$ cat src/rtl/mem_port_ctrl_pkg.sv
// Shared encodings for the memory port controller and the control unit that drives it.
//   mem_state_e  : 2-bit FSM state encoding (idle, access, wait, complete)
//   mem_op_e     : latched operation (read / write)
//   WaitCntWidth : width of the wait-state counter (supports 0..15 wait states)
package mem_port_ctrl_pkg;

  typedef enum logic [1:0] {
    StIdle     = 2'b00,
    StAccess   = 2'b01,
    StWait     = 2'b10,
    StComplete = 2'b11
  } mem_state_e;

  typedef enum logic {
    OpRd = 1'b0,
    OpWr = 1'b1
  } mem_op_e;

  localparam int unsigned WaitCntWidth = 4;

endpackage

$ cat src/rtl/mem_wait_counter.sv
// Wait-state counter for the memory port controller.
// Counts 0..WaitStates-1 while enabled and flags the last wait cycle.
// Ports:
//   clk_i   : clock, rising edge
//   rst_ni  : asynchronous active-low reset
//   clr_i   : synchronous clear (has priority over en_i)
//   en_i    : count enable
//   tc_o    : terminal count, high while the count sits on the last wait cycle
module mem_wait_counter
  import mem_port_ctrl_pkg::*;
#(
  parameter int unsigned WaitStates = 2
) (
  input  logic clk_i,
  input  logic rst_ni,
  input  logic clr_i,
  input  logic en_i,
  output logic tc_o
);

  // With zero wait states the controller never enables the counter, so the
  // terminal value is irrelevant; pin it at 0 to keep the arithmetic defined.
  localparam logic [WaitCntWidth-1:0] LastCount =
    WaitCntWidth'((WaitStates == 0) ? 0 : WaitStates - 1);

  logic [WaitCntWidth-1:0] count_d, count_q;

  always_comb begin
    count_d = count_q;
    if (clr_i) begin
      count_d = '0;
    end else if (en_i) begin
      count_d = count_q + 1'b1;
    end
  end

  always_ff @(posedge clk_i or negedge rst_ni) begin
    if (!rst_ni) begin
      count_q <= '0;
    end else begin
      count_q <= count_d;
    end
  end

  assign tc_o = (count_q == LastCount);

endmodule

$ cat src/rtl/mem_port_ctrl.sv
// Memory port controller: latches the AR address and bus write data on a control-unit request,
// runs one read or write cycle on the synchronous data memory with WAIT_STATES wait cycles, then
// returns read data and a one-cycle done pulse.
// Ports:
//   clk        : clock, rising edge
//   reset      : asynchronous active-low reset
//   addr_in    : address from AR
//   wdata_in   : write data from the bus
//   rd_req     : read request, sampled only when idle
//   wr_req     : write request, sampled only when idle (wins over rd_req)
//   busy       : high whenever an access is in progress
//   done       : one-cycle pulse when the access completes
//   rdata_out  : last read data, held until the next completed read
//   mem_addr   : latched memory address
//   mem_wdata  : latched memory write data
//   mem_re     : read strobe, access cycle only
//   mem_we     : write strobe, access cycle only
//   mem_rdata  : memory read data, captured at the edge leaving the last wait cycle
module mem_port_ctrl
  import mem_port_ctrl_pkg::*;
#(
  parameter int unsigned reg_width   = 12,
  parameter int unsigned WAIT_STATES = 2
) (
  input  logic                 clk,
  input  logic                 reset,
  input  logic [reg_width-1:0] addr_in,
  input  logic [reg_width-1:0] wdata_in,
  input  logic                 rd_req,
  input  logic                 wr_req,
  output logic                 busy,
  output logic                 done,
  output logic [reg_width-1:0] rdata_out,
  output logic [reg_width-1:0] mem_addr,
  output logic [reg_width-1:0] mem_wdata,
  output logic                 mem_re,
  output logic                 mem_we,
  input  logic [reg_width-1:0] mem_rdata
);

  localparam bit NoWait = (WAIT_STATES == 0);

  mem_state_e           state_d, state_q;
  mem_op_e              op_d, op_q;
  logic [reg_width-1:0] addr_d, addr_q;
  logic [reg_width-1:0] wdata_d, wdata_q;
  logic [reg_width-1:0] rdata_d, rdata_q;
  logic                 cnt_clr, cnt_en, cnt_tc;

  mem_wait_counter #(
    .WaitStates(WAIT_STATES)
  ) u_wait_counter (
    .clk_i (clk),
    .rst_ni(reset),
    .clr_i (cnt_clr),
    .en_i  (cnt_en),
    .tc_o  (cnt_tc)
  );

  always_comb begin
    state_d = state_q;
    op_d    = op_q;
    addr_d  = addr_q;
    wdata_d = wdata_q;
    rdata_d = rdata_q;
    cnt_clr = 1'b0;
    cnt_en  = 1'b0;

    unique case (state_q)
      StIdle: begin
        cnt_clr = 1'b1;
        if (wr_req || rd_req) begin
          addr_d  = addr_in;
          wdata_d = wdata_in;
          // Write takes precedence; a simultaneous read is dropped.
          op_d    = wr_req ? OpWr : OpRd;
          state_d = StAccess;
        end
      end
      StAccess: begin
        if (NoWait) begin
          // No wait cycles: read data is already valid at the edge leaving access.
          state_d = StComplete;
          if (op_q == OpRd) begin
            rdata_d = mem_rdata;
          end
        end else begin
          state_d = StWait;
        end
      end
      StWait: begin
        cnt_en = 1'b1;
        if (cnt_tc) begin
          state_d = StComplete;
          if (op_q == OpRd) begin
            rdata_d = mem_rdata;
          end
        end
      end
      StComplete: begin
        state_d = StIdle;
      end
      default: begin
        state_d = StIdle;
      end
    endcase
  end

  always_ff @(posedge clk or negedge reset) begin
    if (!reset) begin
      state_q <= StIdle;
      op_q    <= OpRd;
      addr_q  <= '0;
      wdata_q <= '0;
      rdata_q <= '0;
    end else begin
      state_q <= state_d;
      op_q    <= op_d;
      addr_q  <= addr_d;
      wdata_q <= wdata_d;
      rdata_q <= rdata_d;
    end
  end

  // Outputs decode only flopped state, so requests never reach them combinationally
  // and reset clears the strobes asynchronously.
  assign busy      = (state_q != StIdle);
  assign done      = (state_q == StComplete);
  assign mem_re    = (state_q == StAccess) && (op_q == OpRd);
  assign mem_we    = (state_q == StAccess) && (op_q == OpWr);
  assign mem_addr  = addr_q;
  assign mem_wdata = wdata_q;
  assign rdata_out = rdata_q;

endmodule

$ cat config.mk
export PLATFORM = sky130hd
export DESIGN_NAME = mem_port_ctrl
export DESIGN_NICKNAME = d
export VERILOG_FILES = /design/src/rtl/mem_port_ctrl_pkg.sv /design/src/rtl/mem_wait_counter.sv /design/src/rtl/mem_port_ctrl.sv
export SDC_FILE = /design/constraint.sdc
export NUM_CORES = 1
export LEC_CHECK = 0
export CAP_MARGIN = 20
export CORE_ASPECT_RATIO = 1.4
export CORE_UTILIZATION = 37
export DETAILED_ROUTE_END_ITERATION = 10
export PLACE_DENSITY_LB_ADDON = 0.12
export SYNTH_ARGS = -nofsm -noshare
export SYNTH_HDL_FRONTEND = slang
export SYNTH_SLANG_ARGS = --single-unit
$ cat constraint.sdc
create_clock -name clk -period 2 [get_ports clk]
set_clock_uncertainty 0.1 [all_clocks]
set_input_delay 0.4 -clock clk [delete_from_list [all_inputs] [get_ports clk]]
set_output_delay 0.4 -clock clk [all_outputs]
set_load 0.005 [all_outputs]
# Word level (Yosys, flattened, before mapping)
# Cells that the tools add are included.
# op_classes
muxes,8
eq_ne,6
n_reduce_logical,9
n_addsub,1
bitwise_logic,1
# ops
operator,n
$mux W4,2
$pmux W2 S4,1
$add A4 B1 Y4 const B,1
$eq A2 B2 Y1 const B,2
$eq A4 B1 Y1 const B,1
$mux W2,2
$ne A2 B2 Y1 const B,2
$reduce_and A2 Y1,2
$reduce_bool A2 Y1,2
$mux W1,3
$reduce_and A3 Y1,1
$eq A2 B1 Y1 const B,1
$logic_and A1 B1 Y1,2
$logic_not A2 Y1,1
$logic_or A1 B1 Y1,1
$not A1 Y1,1
# totals
output_inout_bits,40
regBits,43
input_bits,40
elab_cells,31

# Depth between registers and ports, before layout
# logic_depth
word_depth,4
ltp_mapped,7
mapped_depth_nobuf,5

# By module
# Synthesis repeated with hierarchy kept, for this count alone.
# unflattened
hier_cells,118
hier_area_um2,1874.3
# modules_own_cells
module,instances,area_per_inst_um2,cells_each
mem_port_ctrl,1,1652.8,98
mem_wait_counter,1,221.5,20

# Least setup slack after synthesis
# OpenSTA, ideal clock, no wires.
# synth_timing
path_type,register -> register
from,register u_wait_counter.count_q[1]
to,register rdata_q[0] (netlist: rdata_out[0])
period_less_slack_ns,1.970
setup_ns,0.125
stages_incl_launch_ff,7
path_buffers,1
path_slack_ns,0.030
arrival_ns,1.745
path_cell_list,dfrtp_1 inv_1 ha_1 or3b_1 or3b_4 buf_6 mux2_4
# synth_between
elab_chain_cells,2
# synth_lines
item,line_no,text
from (decl),mem_wait_counter.sv:26,"logic [WaitCntWidth-1:0] count_d, count_q;"
from (signal assigned),mem_wait_counter.sv:41,count_q <= count_d;
$eq A4 B1 Y1,mem_wait_counter.sv:45,assign tc_o = (count_q == LastCount);
$reduce_and A3 Y1 (no line),-,
to (signal assigned),mem_port_ctrl.sv:121,rdata_q <= rdata_d;
to (decl),mem_port_ctrl.sv:47,"logic [reg_width-1:0] rdata_d, rdata_q;"
# Every way passes these cells.
# A chain may end at the register's enable or synchronous reset.

# Worst setup path after layout
# layout_timing
from,register u_wait_counter.count_q[1]
to,register rdata_q[7] (netlist: rdata_out[7])
# Same word-level chain as after synthesis.

==> results.py <==
metrics = {
    "status": {
        "outcome": "complete, no violations",
    },
    "power_and_ir_drop": {
        "p_switching_mw": 1.23,
        "combinationalPowerShare_pct": 51.2,
        "p_sw_share_pct": 28.7,
        "vdd_drop_max_v": 0.000657,
        "clkPwrFrac_pct": 12.2,
        "power_frac_seq_pct": 36.6,
        "internal_power_mw": 3.06,
        "power.density_mw_per_mm2": 1480,
        "leakage_nw": 1.31,
    },
    "route": {
        "ant_nets": 0,
        "firstDrtPassIters": 3,
        "first_iter_violations": 37,
        "vias_per_cell": 4.59,
        "drt_wl_total_mm": 4.14,
        "wl_per_cell_um": 14.9,
        "drc_errors": 0,
        "num_vias": 1277,
    },
    "cts": {
        "insertion_delay_ns": 0.29,
        "clockRootBuffer": "clkbuf_8",
        "cts_tree": "yes",
        "cts.sinks": 43,
        "clk_pin_slew_ns": 0.08,
        "numCtsBuffers": 5,
        "clk_path_buf_depth": 2,
        "htreeDepth": 2,
    },
    "final_layout": {
        "final_common_cell": "clkdlybuf4s50_1",
        "syn_to_final_growth_pct": 61.0,
        "diodes": 0,
        "drive_gt1_share_pct": 32.4,
        "final_cell_mix": "clkdlybuf4s50_1 (74), dfrtp_1 (43), mux2_2 (28), buf_4 (13), mux2_4 (10)",
        "nets": 262,
        "final_util_pct": 62.7,
    },
    "place": {
        "gp_congestion": 0.721,
        "port_buffers": 79,
        "post-place-ws_ns": 0.000332,
        "hpwl_mm": 3.01,
    },
    "floorplan": {
        "initial_core_util_pct": 39.0,
        "die-area_mm2": 0.00514,
        "fp.dieH_um": 84.4,
        "core_mm2": 0.00461,
        "ios": 80,
        "die_w_um": 60.9,
        "rows": 29,
    },
    "yosys": {
        "seq_area_frac_synth_pct": 59.9,
        "ys_warn_count": 0,
        "ys_ff_latch": 43,
        "ys_types": 21,
        "synth_area_mm2": 0.00180,
        "syn_inst": 117,
        "syn_nets": 164,
        "avgSynthCellArea_um2": 15.3,
    },
    "timing": {
        "setup_ws_ns": 0.00424,
        "holdWs_ns": 0.408,
        "finalCriticalPeriod_ns": 2.00,
        "period_share_pct": 99.8,
        "rsz0062_at_grt": "yes",
        "drv_slew": 0,
        "relSlewSlack_pct": 64.5,
        "finalHoldViolCount": 0,
        "fmax_mhz": 501,
        "worstMarginPinSlew_ns": 0.533,
        "finalSetupViolations": 0,
    },
    "global_route": {
        "antenna_found_initial": 0,
        "grt_pass1_vias": 1444,
        "grt_use_total_pct": 18.1,
        "gr-total-overflow": 0,
        "grt_max_degree": 24,
        "grt_pass1_wl_mm": 6.70,
    },
    "critical_path": {
        "timing.reg2reg.setup_slack_ns": 0.004,
        "worstPathArrival_ns": 2.08,
        "start_kind": "flip-flop",
        "crit_type": "flip-flop to flip-flop",
        "crit_fanout": 6,
        "cp_data_required_time_ns": 2.08,
        "end_kind": "flip-flop",
    },
    "run": {
        "maxCapViolCount": 0,
    },
    "min_path": {
        "hp-class": "flip-flop to flip-flop",
    },
}
==> power by group through the flow <==
stage / Sequential (mW) / Clock, mW / Combinational (mW)
after floorplan: 1.57 / 0 / 0.870
after CTS: 1.57 / 0.551 / 2.15
after detailed placement: 1.58 / 0 / 2.07
after global routing: 1.62 / 0.584 / 2.38
final: 1.57 / 0.524 / 2.20
after global placement: 1.55 / 0 / 2.02
==> worst paths after layout <==
| check | cells after the start | startpoint | to |
|---|---|---|---|
| worst min-delay path | 1 | mem_wdata[2]$_DFFE_PN0P_ | mem_wdata[2]$_DFFE_PN0P_ |
| worst max register to register | 5 | u_wait_counter.count_q[1]$_DFFE_PN0P_ | rdata_out[7]$_DFFE_PN0P_ |
| worst min register to register | 1 | mem_wdata[2]$_DFFE_PN0P_ | mem_wdata[2]$_DFFE_PN0P_ |
| worst max-delay path | 5 | u_wait_counter.count_q[1]$_DFFE_PN0P_ | rdata_out[7]$_DFFE_PN0P_ |
| min in group asynchronous | 2 | reset | mem_addr[10]$_DFFE_PN0P_ |
| max in group asynchronous | 3 | reset | u_wait_counter.count_q[0]$_DFFE_PN0P_ |
==> flip-flops by register name, summed over array words and instances, names as in the netlist <==
register / cells
mem_addr: 12
mem_wdata: 12
op_q: 1
rdata_out: 12
state_q: 2
u_wait_counter.count_q: 4
==> logic make-up (layout without fill, tap and decap cells) <==
kind of cell,count (synthesis),in the layout,share of synthesized area (%)
muxes,38,38,25.9
and+or+nand+nor,14,15,4.25
AOI/OAI and AO/OA,3,3,1.11
adders and majority gates,7,7,4.88
xor gates and xnor gates,3,3,1.46
DFF,43,43,59.9
buffers and inverters,9,107,2.44
==> cell type report <==
class / instances / area, µm²
Inverter: 4 / 15.0
Multi-Input combinational cell: 66 / 706
Sequential cell: 43 / 1080
Tap cell: 62 / 77.6
Clock buffer: 5 / 68.8
Timing Repair Buffer: 95 / 932
Fill cell: 389 / 1720
Clock inverter: 3 / 15.0
==> synthesized netlist by cell type (all sizes together) <==
| master | n | area share, % |
|---|---|---|
| and2 | 1 | 0.35 |
| nand4 | 1 | 0.35 |
| mux2 | 38 | 26 |
| ha | 7 | 4.9 |
| buf | 3 | 1.2 |
| nor3b | 1 | 0.42 |
| o32a | 1 | 0.56 |
| xor2 | 2 | 0.98 |
| nand2 | 4 | 0.84 |
| a21oi | 1 | 0.28 |
| inv | 4 | 0.84 |
| dfrtp | 43 | 60 |
| or3b | 2 | 1.1 |
| nor2b | 1 | 0.35 |
| nor2 | 4 | 0.84 |
| o21ai | 1 | 0.28 |
| xnor2 | 1 | 0.49 |
| clkbuf | 2 | 0.42 |
==> worst max-delay path, stage by stage (launching register included) <==
cell and delay [ns]:
dfrtp_1 0.40, inv_2 0.08, ha_4 0.12, or3b_4 0.38, or3b_4 0.48, mux2_4 0.32
==> stage by stage <==
step | cells | cell area (µm²) | power (mW) | TNS (ns)
6_report | 278 | 2890 | 4.29 | 0
4_1_cts | 274 | 2840 | 4.27 | 0
5_1_grt | 278 | 2890 | 4.58 | -0.237
2_1_floorplan | 117 | 1800 | 2.44 | 0
3_5_place_dp | 260 | 2710 | 3.64 | 0
3_3_place_gp | 260 | 2710 | 3.56 | 0
==> timing repair <==
item / 4_1_cts / 5_1_grt
endpoints found under the hold margin: 22 / 0
buffers inserted: 4 / 4
setup endpoints to repair: 12 / 14
hold buffers: 1 / 0
gates cloned: 1 / 0
gates resized for setup: 6 / 5
pin swaps: 0 / 1
==> layer usage <==
metal	wire length [µm]	track usage, %	vias to the layer above	part of all wire [%]
li1	-	-	594	-
met3	229	6.93	6	5.5
met4	75	7.44	0	1.8
met5	0	0	-	0
met1	1490	20.0	634	36
met2	2350	30.3	43	57
Power figures use the tool's default switching activity.
